$ cat src/rtl/casio_disp_pkg.sv
// Shared constants and helpers for the casio 7-segment display driver.
// Segment patterns are active-low {g,f,e,d,c,b,a}.
package casio_disp_pkg;

    typedef logic [1:0] digit_idx_t;

    localparam logic [6:0] SEG_0     = 7'h40;
    localparam logic [6:0] SEG_1     = 7'h79;
    localparam logic [6:0] SEG_2     = 7'h24;
    localparam logic [6:0] SEG_3     = 7'h30;
    localparam logic [6:0] SEG_4     = 7'h19;
    localparam logic [6:0] SEG_5     = 7'h12;
    localparam logic [6:0] SEG_6     = 7'h02;
    localparam logic [6:0] SEG_7     = 7'h78;
    localparam logic [6:0] SEG_8     = 7'h00;
    localparam logic [6:0] SEG_9     = 7'h10;
    localparam logic [6:0] SEG_DASH  = 7'h3F;
    localparam logic [6:0] SEG_BLANK = 7'h7F;

    function automatic logic [6:0] seg_encode(input logic [3:0] val);
        case (val)
            4'd0:    return SEG_0;
            4'd1:    return SEG_1;
            4'd2:    return SEG_2;
            4'd3:    return SEG_3;
            4'd4:    return SEG_4;
            4'd5:    return SEG_5;
            4'd6:    return SEG_6;
            4'd7:    return SEG_7;
            4'd8:    return SEG_8;
            4'd9:    return SEG_9;
            default: return SEG_BLANK;
        endcase
    endfunction

endpackage

$ cat src/rtl/bin2bcd_2digit.sv
// Combinational 6-bit binary to two BCD digits, valid for 0..63.
module bin2bcd_2digit (
    input  logic [5:0] bin,
    output logic [3:0] tens,
    output logic [3:0] ones
);

    logic [5:0] tens_full;
    logic [5:0] ones_full;

    assign tens_full = bin / 6'd10;
    assign ones_full = bin % 6'd10;
    assign tens      = tens_full[3:0];
    assign ones      = ones_full[3:0];

endmodule

$ cat src/rtl/casio_display_driver.sv
// 4-digit multiplexed common-anode display of HH:MM with per-frame shadowing,
// colon blink, edit-digit blink and alarm flash. All outputs registered.
module casio_display_driver
    import casio_disp_pkg::*;
#(
    parameter int SCAN_DIV  = 4,
    parameter int BLINK_DIV = 16
) (
    input  logic       clk,
    input  logic       rst,
    input  logic [4:0] hours,
    input  logic [5:0] minutes,
    input  logic       ring,
    input  logic       edit_active,
    input  logic [1:0] edit_digit,
    output logic [3:0] an,
    output logic [6:0] seg,
    output logic       dp
);

    localparam int SW = $clog2(SCAN_DIV);
    localparam int BW = $clog2(BLINK_DIV);

    logic [SW-1:0] scan_cnt_reg;
    digit_idx_t    digit_reg;
    logic [BW-1:0] blink_cnt_reg;
    logic          blink_phase_reg;
    logic [4:0]    hours_shadow_reg;
    logic [5:0]    minutes_shadow_reg;
    logic          first_reg;
    logic [3:0]    an_reg;
    logic [6:0]    seg_reg;
    logic          dp_reg;

    logic          scan_tc;
    logic          blink_tc;
    logic          reload;
    logic [4:0]    hours_disp;
    logic [5:0]    minutes_disp;
    logic [3:0]    h_tens, h_ones, m_tens, m_ones;
    logic [3:0]    digit_val;
    logic          digit_bad;
    logic [3:0]    an_next;
    logic [6:0]    seg_next;
    logic          dp_next;

    assign scan_tc  = (scan_cnt_reg == SW'(SCAN_DIV - 1));
    assign blink_tc = (blink_cnt_reg == BW'(BLINK_DIV - 1));
    assign reload   = first_reg | (scan_tc & (digit_reg == 2'd3));

    // The first post-reset edge displays digit 0 while loading, so it must see the live inputs.
    assign hours_disp   = first_reg ? hours   : hours_shadow_reg;
    assign minutes_disp = first_reg ? minutes : minutes_shadow_reg;

    bin2bcd_2digit u_hours_bcd (
        .bin  ({1'b0, hours_disp}),
        .tens (h_tens),
        .ones (h_ones)
    );

    bin2bcd_2digit u_minutes_bcd (
        .bin  (minutes_disp),
        .tens (m_tens),
        .ones (m_ones)
    );

    for (genvar gi = 0; gi < 4; gi++) begin : g_an
        assign an_next[3-gi] = (digit_reg != digit_idx_t'(gi));
    end

    always_comb begin
        digit_val = 4'd0;
        digit_bad = 1'b0;
        case (digit_reg)
            2'd0: begin digit_val = h_tens; digit_bad = (hours_disp > 5'd23);   end
            2'd1: begin digit_val = h_ones; digit_bad = (hours_disp > 5'd23);   end
            2'd2: begin digit_val = m_tens; digit_bad = (minutes_disp > 6'd59); end
            default: begin digit_val = m_ones; digit_bad = (minutes_disp > 6'd59); end
        endcase

        seg_next = digit_bad ? SEG_DASH : seg_encode(digit_val);
        if (ring && !blink_phase_reg) begin
            seg_next = SEG_BLANK;
        end else if (edit_active && (digit_reg == edit_digit) && !blink_phase_reg) begin
            seg_next = SEG_BLANK;
        end

        dp_next = !((digit_reg == 2'd1) && blink_phase_reg);
    end

    always_ff @(posedge clk) begin
        if (rst) begin
            scan_cnt_reg       <= '0;
            digit_reg          <= '0;
            blink_cnt_reg      <= '0;
            blink_phase_reg    <= 1'b0;
            hours_shadow_reg   <= '0;
            minutes_shadow_reg <= '0;
            first_reg          <= 1'b1;
            an_reg             <= 4'b1111;
            seg_reg            <= SEG_BLANK;
            dp_reg             <= 1'b1;
        end else begin
            first_reg <= 1'b0;
            if (scan_tc) begin
                scan_cnt_reg <= '0;
                digit_reg    <= digit_reg + 2'd1;
            end else begin
                scan_cnt_reg <= scan_cnt_reg + SW'(1);
            end
            if (blink_tc) begin
                blink_cnt_reg   <= '0;
                blink_phase_reg <= ~blink_phase_reg;
            end else begin
                blink_cnt_reg <= blink_cnt_reg + BW'(1);
            end
            if (reload) begin
                hours_shadow_reg   <= hours;
                minutes_shadow_reg <= minutes;
            end
            an_reg  <= an_next;
            seg_reg <= seg_next;
            dp_reg  <= dp_next;
        end
    end

    assign an  = an_reg;
    assign seg = seg_reg;
    assign dp  = dp_reg;

endmodule

$ cat config.mk
export PLATFORM = sky130hd
export DESIGN_NAME = casio_display_driver
export DESIGN_NICKNAME = d
export VERILOG_FILES = /design/src/rtl/casio_disp_pkg.sv /design/src/rtl/bin2bcd_2digit.sv /design/src/rtl/casio_display_driver.sv
export SDC_FILE = /design/constraint.sdc
export NUM_CORES = 1
export LEC_CHECK = 0
export CAP_MARGIN = 0
export CORE_MARGIN = 2
export CORE_UTILIZATION = 49
export CTS_BUF_LIST = sky130_fd_sc_hd__clkbuf_4 sky130_fd_sc_hd__clkbuf_8 sky130_fd_sc_hd__clkbuf_16
export CTS_CLUSTER_DIAMETER = 30
export DETAILED_ROUTE_END_ITERATION = 7
export PLACE_DENSITY = 0.77
export SYNTH_ARGS = -nofsm -noshare
export SYNTH_HDL_FRONTEND = slang
export SYNTH_SLANG_ARGS = --single-unit
export TNS_END_PERCENT = 50
$ cat constraint.sdc
create_clock -name clk -period 4.99 [get_ports clk]
set_input_delay 0.499 -clock clk [delete_from_list [all_inputs] [get_ports clk]]
set_output_delay 0.499 -clock clk [all_outputs]
set_load 0.02 [all_outputs]
Yosys cells after proc, flatten, opt, wreduce, memory -nomap -nowiden
Memories as Yosys holds them, arrays and structs flattened.
Cells that the tools add are included.

storage, ports and cells
  RAM bits = 0
  flip-flop bits (word level) = 33
  output and inout bits = 12
  input bits = 17
  latch bits = 0
  memories kept = 1
  memory bits (read-only) = 112
  logic and storage cells = 52

cells by class
  order comparisons = 2
  shift-type cells = 0
  bitwise logic cells = 3
  $add $sub $neg = 3
  divide/modulo/power cells = 4
  multiplexer cells = 6
  multiply operators = 0
  equality and inequality tests = 9
  reduce and logical (&&, ||, !) cells = 13

memories
  memory           depth  width  read ports  clocked after Yosys merged registers in  wr ports  line                  RTL
  (no name shown)  16     7      1           0                                        0         casio_disp_pkg.sv:21  case (val)

operator list
  operator                                               count
  case mux 4 bit (3 select lines)                        1
  two-way mux 7 bit                                      1
  divider 5 x 4 -> 6 bit (second input constant)         1
  divider 6 x 4 -> 6 bit (second input constant)         1
  equality test 2 bit (second input constant)            3
  > comparator 6 bit (second input constant)             1
  remainder unit 5 x 4 -> 6 bit (second input constant)  1
  remainder unit 6 x 4 -> 6 bit (second input constant)  1
  two-way mux 6 bit                                      1
  OR reduction 2 bit                                     3
  > comparator 5 bit (second input constant)             1
  two-way mux 5 bit                                      1
  adder 2 x 1 -> 2 bit (second input constant)           2
  adder 4 x 1 -> 4 bit (second input constant)           1
  equality test 4 bit (second input constant)            1
  logical AND 1 bit                                      4
  != test 2 bit (second input constant)                  2
  OR reduction 4 bit                                     1
  OR reduction 3 bit                                     1
  equality test 2 x 1 -> 1 bit (second input constant)   1
  equality test 2 bit                                    1
  zero test 1 bit                                        2
  zero test 2 bit                                        1
  two-way mux 1 bit                                      2
  other kinds (5)                                        5

Longest topological paths before layout
An unclocked memory read counts as a cell.

  depth after elaboration = 5
  depth in mapped cells = 18
  gate-level depth less buffers = 17

Hierarchy
From an unflattened synthesis, not the netlist that was laid out.

unflattened totals
  cell total of the unflattened synthesis = 284
  area total of the unflattened synthesis = 2,323.5 sq um

modules (own cells, without submodules)
  module                cells each  area each (sq um)  instances  seq. area each (sq um)
  casio_display_driver  178         1,630.3            1          660.6
  bin2bcd_2digit        53          346.6              2          0.0

Worst setup path before layout
No wires, ideal clock.

  path type = register to register
  start point = register digit_reg[0]
  end point = register seg_reg[0] (netlist: seg[0])
  path slack = 1.403 ns
  required time = 4.911 ns
  arrival = 3.508 ns
  buffers on the path = 1
  period minus slack after synthesis = 3.587 ns
  library setup time = 0.079 ns
  cell stages (with the launch flop) = 18
  cell sequence = dfxtp_1 -> ha_1 -> buf_1 -> nand2_1 -> a21boi_0 -> ha_1 -> o21ai_1 -> o21ai_2 -> a21oi_1 -> nor2_1 -> a21oi_1 -> ha_1 -> or4_1 -> a21oi_1 -> a211oi_1 -> a41o_2 -> and3_4 -> a22oi_1

between the ends
  longest elaborated chain between the ends = 4
  elaborated cells between the ends (all ways) = 11
  those cells by class = 3 x eq/ne; 2 x mux; 5 x reduce/logical; 1 x memory

RTL lines
  what                                                                              line                         RTL
  start: declaration                                                                casio_display_driver.sv:25   digit_idx_t digit_reg;
  start signal: assignment                                                          casio_display_driver.sv:107  digit_reg <= digit_reg + 2'd1;
  parallel branches: the longest is 4 deep, another holds memory read (16 x 7 bit)  n/a
  end signal: assignment                                                            casio_display_driver.sv:122  seg_reg <= seg_next;
  end: declaration                                                                  casio_display_driver.sv:32   logic [6:0] seg_reg;

Parallel ways; which one is timed is not known.
A chain may end at the register's enable or synchronous reset.

Worst setup path after layout
  start point = register first_reg
  end point = register seg_reg[0] (netlist: seg[0])

between the ends
  longest elaborated chain between the ends = 4
  elaborated cells between the ends (all ways) = 12
  those cells by class = 4 x div; 2 x order compare; 4 x mux; 1 x reduce/logical; 1 x memory

RTL lines
  what                                                                         line                                                    RTL
  start: declaration                                                           casio_display_driver.sv:30                              logic first_reg;
  start signal: assignment                                                     casio_display_driver.sv:99                              first_reg <= 1'b1;
  start signal: assignment                                                     casio_display_driver.sv:104                             first_reg <= 1'b0;
  two-way mux 6 bit / two-way mux 5 bit (equally long branches)                casio_display_driver.sv:53, casio_display_driver.sv:52
  remainder unit 6 x 4 -> 6 bit, or another cell as far along                  bin2bcd_2digit.sv:12                                    assign ones_full = bin % 6'd10;
  case mux 4 bit (3 select lines) / two-way mux 1 bit (equally long branches)  n/a
  memory read (16 x 7 bit) / OR reduction 4 bit (equally long branches)        n/a

Several ways; a longest one is shown, not always the timed one.

==> flow_summary_export.csv <==
group,metric,value,unit
run_status,run_status,"completed",
worst_setup_path,cp_data_arrival_time,4.49,ns
worst_setup_path,reg2reg_depth,16,
clocking,clk_pin_slew,0.06,ns
finish,antenna_cells,0,
logic_synthesis,syn-cell-area,2142,um^2
worst_setup_path,worstPathRequired,5.20,ns
die,pin_count,29,
detailed_routing,drtPass1Iterations,4,
place,place_hpwl,3463,um
sta,tns,0,ns
min_path,whs_path_depth,1,
logic_synthesis,synth_nets,272,
clocking,cts_tree,"yes",
pwr,power,765.0,uW
run,drv_cap,0,
clocking,cts_sinks,33,
detailed_routing,drtIter0Drc,109,
clocking,cts_made_buffers,5,
place,placed_area,2427,um^2
worst_setup_path,r2r-end,"seg[0]$_SDFF_PP1_",
sta,post-route-min-period,4.287,ns
global_routing,antenna_found_initial,0,
die,rows,24,
worst_setup_path,worstPathMaxFanout,20,
die,dieArea,4916,um^2
detailed_routing,drt-total-wl,4658,um
global_routing,grt_pass1_vias,1776,
sta,fin_crit_sh,85.91,%
clocking,clk_latency,0.29,ns
detailed_routing,vias,1857,
detailed_routing,avgRoutedWirePerCell,14.60,um
logic_synthesis,synth.avg_cell_area,8.888,um^2
logic_synthesis,syn_inst,241,
logic_synthesis,seq_area_frac_synth,30.84,%
detailed_routing,drc,0,
finish,areaGrowthSynthToFinish,18.93,%
finish,layout.nets,297,
worst_setup_path,r2r_start,"first_reg$_DFF_P_",
sta,rsz0062_at_grt,"no",
finish,final_cell_mix,"dfxtp_1, nand2_1, clkdlybuf4s50_1",
detailed_routing,ant_nets,0,
sta,fmax,233.3,MHz
finish,final_cell_area,2547,um^2
worst_setup_path,cp-start-kind,"flip-flop",
global_routing,grt_pass1_wl,8086,um
finish,final_common_cell,"dfxtp_1",
place,gp_congestion,0.9285,
die,die_w,70.12,um
worst_setup_path,crit_path_end_kind,"flip-flop",
die,core,4294,um^2
logic_synthesis,synth_edf_count,0,
logic_synthesis,synth_seq_cells,33,
worst_setup_path,critPathKind,"reg -> reg",
place,io_buffers,28,
pwr,ir_worst_vdd,0.2035,mV
sta,worstMarginPinSlew,0.8972,ns
pwr,leakage,1.015,nW
clocking,cts_resized,0,
clocking,cts.htree.levels,2,
sta,whs,0.4300,ns
pwr,power-per-cell-area,300.3,nW/um^2
detailed_routing,via_per_inst,5.821,
finish,fin_util,59.32,%
global_routing,overflow,0,
min_path,min-delay-start,"scan_cnt_reg[0]$_SDFF_PP0_",
global_routing,grt_usage,20.66,%
global_routing,grt_max_degree,28,
sta,slew_violations,0,
worst_setup_path,crit_path_frequent_cell,"a21oi_1",
worst_setup_path,ff2ff_setup_slack,0.70,ns
min_path,min_to,"scan_cnt_reg[0]$_SDFF_PP0_",
sta,setup-violations-final,0,
sta,hold_viol_final,0,
logic_synthesis,ys.flop_type,"dfxtp_1",
clocking,cts_setup_buffers,0,
finish,largest_register_ffs,7,
die,die_y,70.12,um
clocking,clockBufferDepth,2,
logic_synthesis,ys_types,59,
worst_setup_path,worst_path_largest_cell_delay,0.91,ns
logic_synthesis,synthArstFlopShare,0,%
clocking,cts_hold_buf,0,
sta,skew,0.008456,ns
die,start_util,49.88,%
clocking,root_buffer,"clkbuf_8",
sta,slew_headroom,40.10,%
logic_synthesis,synth_warnings,0,
min_path,hold_path_class,"reg -> reg",
worst_setup_path,crit_chain,"mux2i_1, nand2_1, a21boi_0, ha_1, o21ai_1, o21ai_2, a21oi_1, nor2_1, a21oi_1, ha_1, or4_1, a21oi_1, a211oi_1, a41o_2, and3_4, a22oi_1",
worst_setup_path,crit_path_top_delay_cell,"dfxtp_1",
finish,drive_above_1_share,13.11,%
[logic make-up after synthesis]
family	share of synthesized area (%)
AOI/OAI and AO/OA	21.20
xor gates and xnor gates	2.453
adders and majority gates	8.645
buffers and inverters	5.082
DFF	30.84
muxes	12.91
and+or+nand+nor	18.87
[layout make-up]
type	count	area, um^2
clock buffers	7	90.09
repair buffers	29	287.8
inverters	11	41.29
fillers	388	1747
flip-flops and latches	33	660.6
well taps	52	65.06
clock inverters	1	30.03
multi-input cells	186	1373
[worst max path at each step]
stage | startpoint | end | depth (start not counted)
global placement | first_reg$_DFF_P_ | seg[0]$_SDFF_PP1_ | 16
CTS | first_reg$_DFF_P_ | seg[0]$_SDFF_PP1_ | 16
finish | first_reg$_DFF_P_ | seg[0]$_SDFF_PP1_ | 16
detailed placement | first_reg$_DFF_P_ | seg[0]$_SDFF_PP1_ | 16
floorplan | digit_reg[0]$_SDFFE_PP0P_ | seg[0]$_SDFF_PP1_ | 17
global route | first_reg$_DFF_P_ | seg[5]$_SDFF_PP1_ | 16
[synthesized netlist by cell type, types with 2 or more instances]
library cell,instances,area (um^2)
a21boi_0,2,15.01
a21o_1,2,15.01
a21oi_1,22,110.1
a221oi_1,2,17.52
a22oi_1,3,22.52
a31oi_1,2,12.51
and2_1,2,12.51
and3_1,2,12.51
buf_6,2,22.52
clkbuf_1,7,26.28
dfxtp_1,33,660.6
ha_1,14,175.2
inv_1,10,37.54
mux2_2,6,67.56
mux2i_1,9,90.09
mux4_2,4,90.09
nand2_1,31,116.4
nand2b_1,6,37.54
nand3b_1,2,15.01
nor2_1,16,60.06
nor3_1,6,30.03
nor3b_1,2,15.01
o211ai_1,3,22.52
o21ai_0,8,40.04
o21ai_1,2,10.01
o21bai_1,4,30.03
o31ai_1,2,15.01
xnor2_1,6,52.55
[power by group]
group | switching (mW) | internal, mW
clock | 0.101 | 0.168
sequential | 0.0119 | 0.281
combinational | 0.111 | 0.0925
total | 0.223 | 0.542
[routing by layer]
| metal | track usage [%] | vias up | wire length (um) |
|---|---|---|---|
| met2 | 34.39 | 63 | 2304 |
| met1 | 25.61 | 866 | 2035 |
| li1 | - | 917 | - |
| met4 | 7.692 | 0 | 92 |
| met3 | 5.483 | 11 | 226 |
| met5 | 0 | - | 0 |
[worst max-delay path: cells and delay by family, from the launching register on]
| kind | cells | cell delay (ns) |
|---|---|---|
| compound gates | 9 | 1.41 |
| simple gates | 4 | 0.98 |
| flops | 1 | 0.91 |
| mux | 1 | 0.39 |
| fa+ha+maj | 2 | 0.51 |
[through the flow]
step,cells,worst slack (ns)
final,319,0.7030
after global routing,319,0.4225
after CTS,319,0.7725
after detailed placement,311,0.7895
after global placement,311,0.9750
after floorplan,241,1.403
Note: power is estimated with default switching activity, not from simulation.
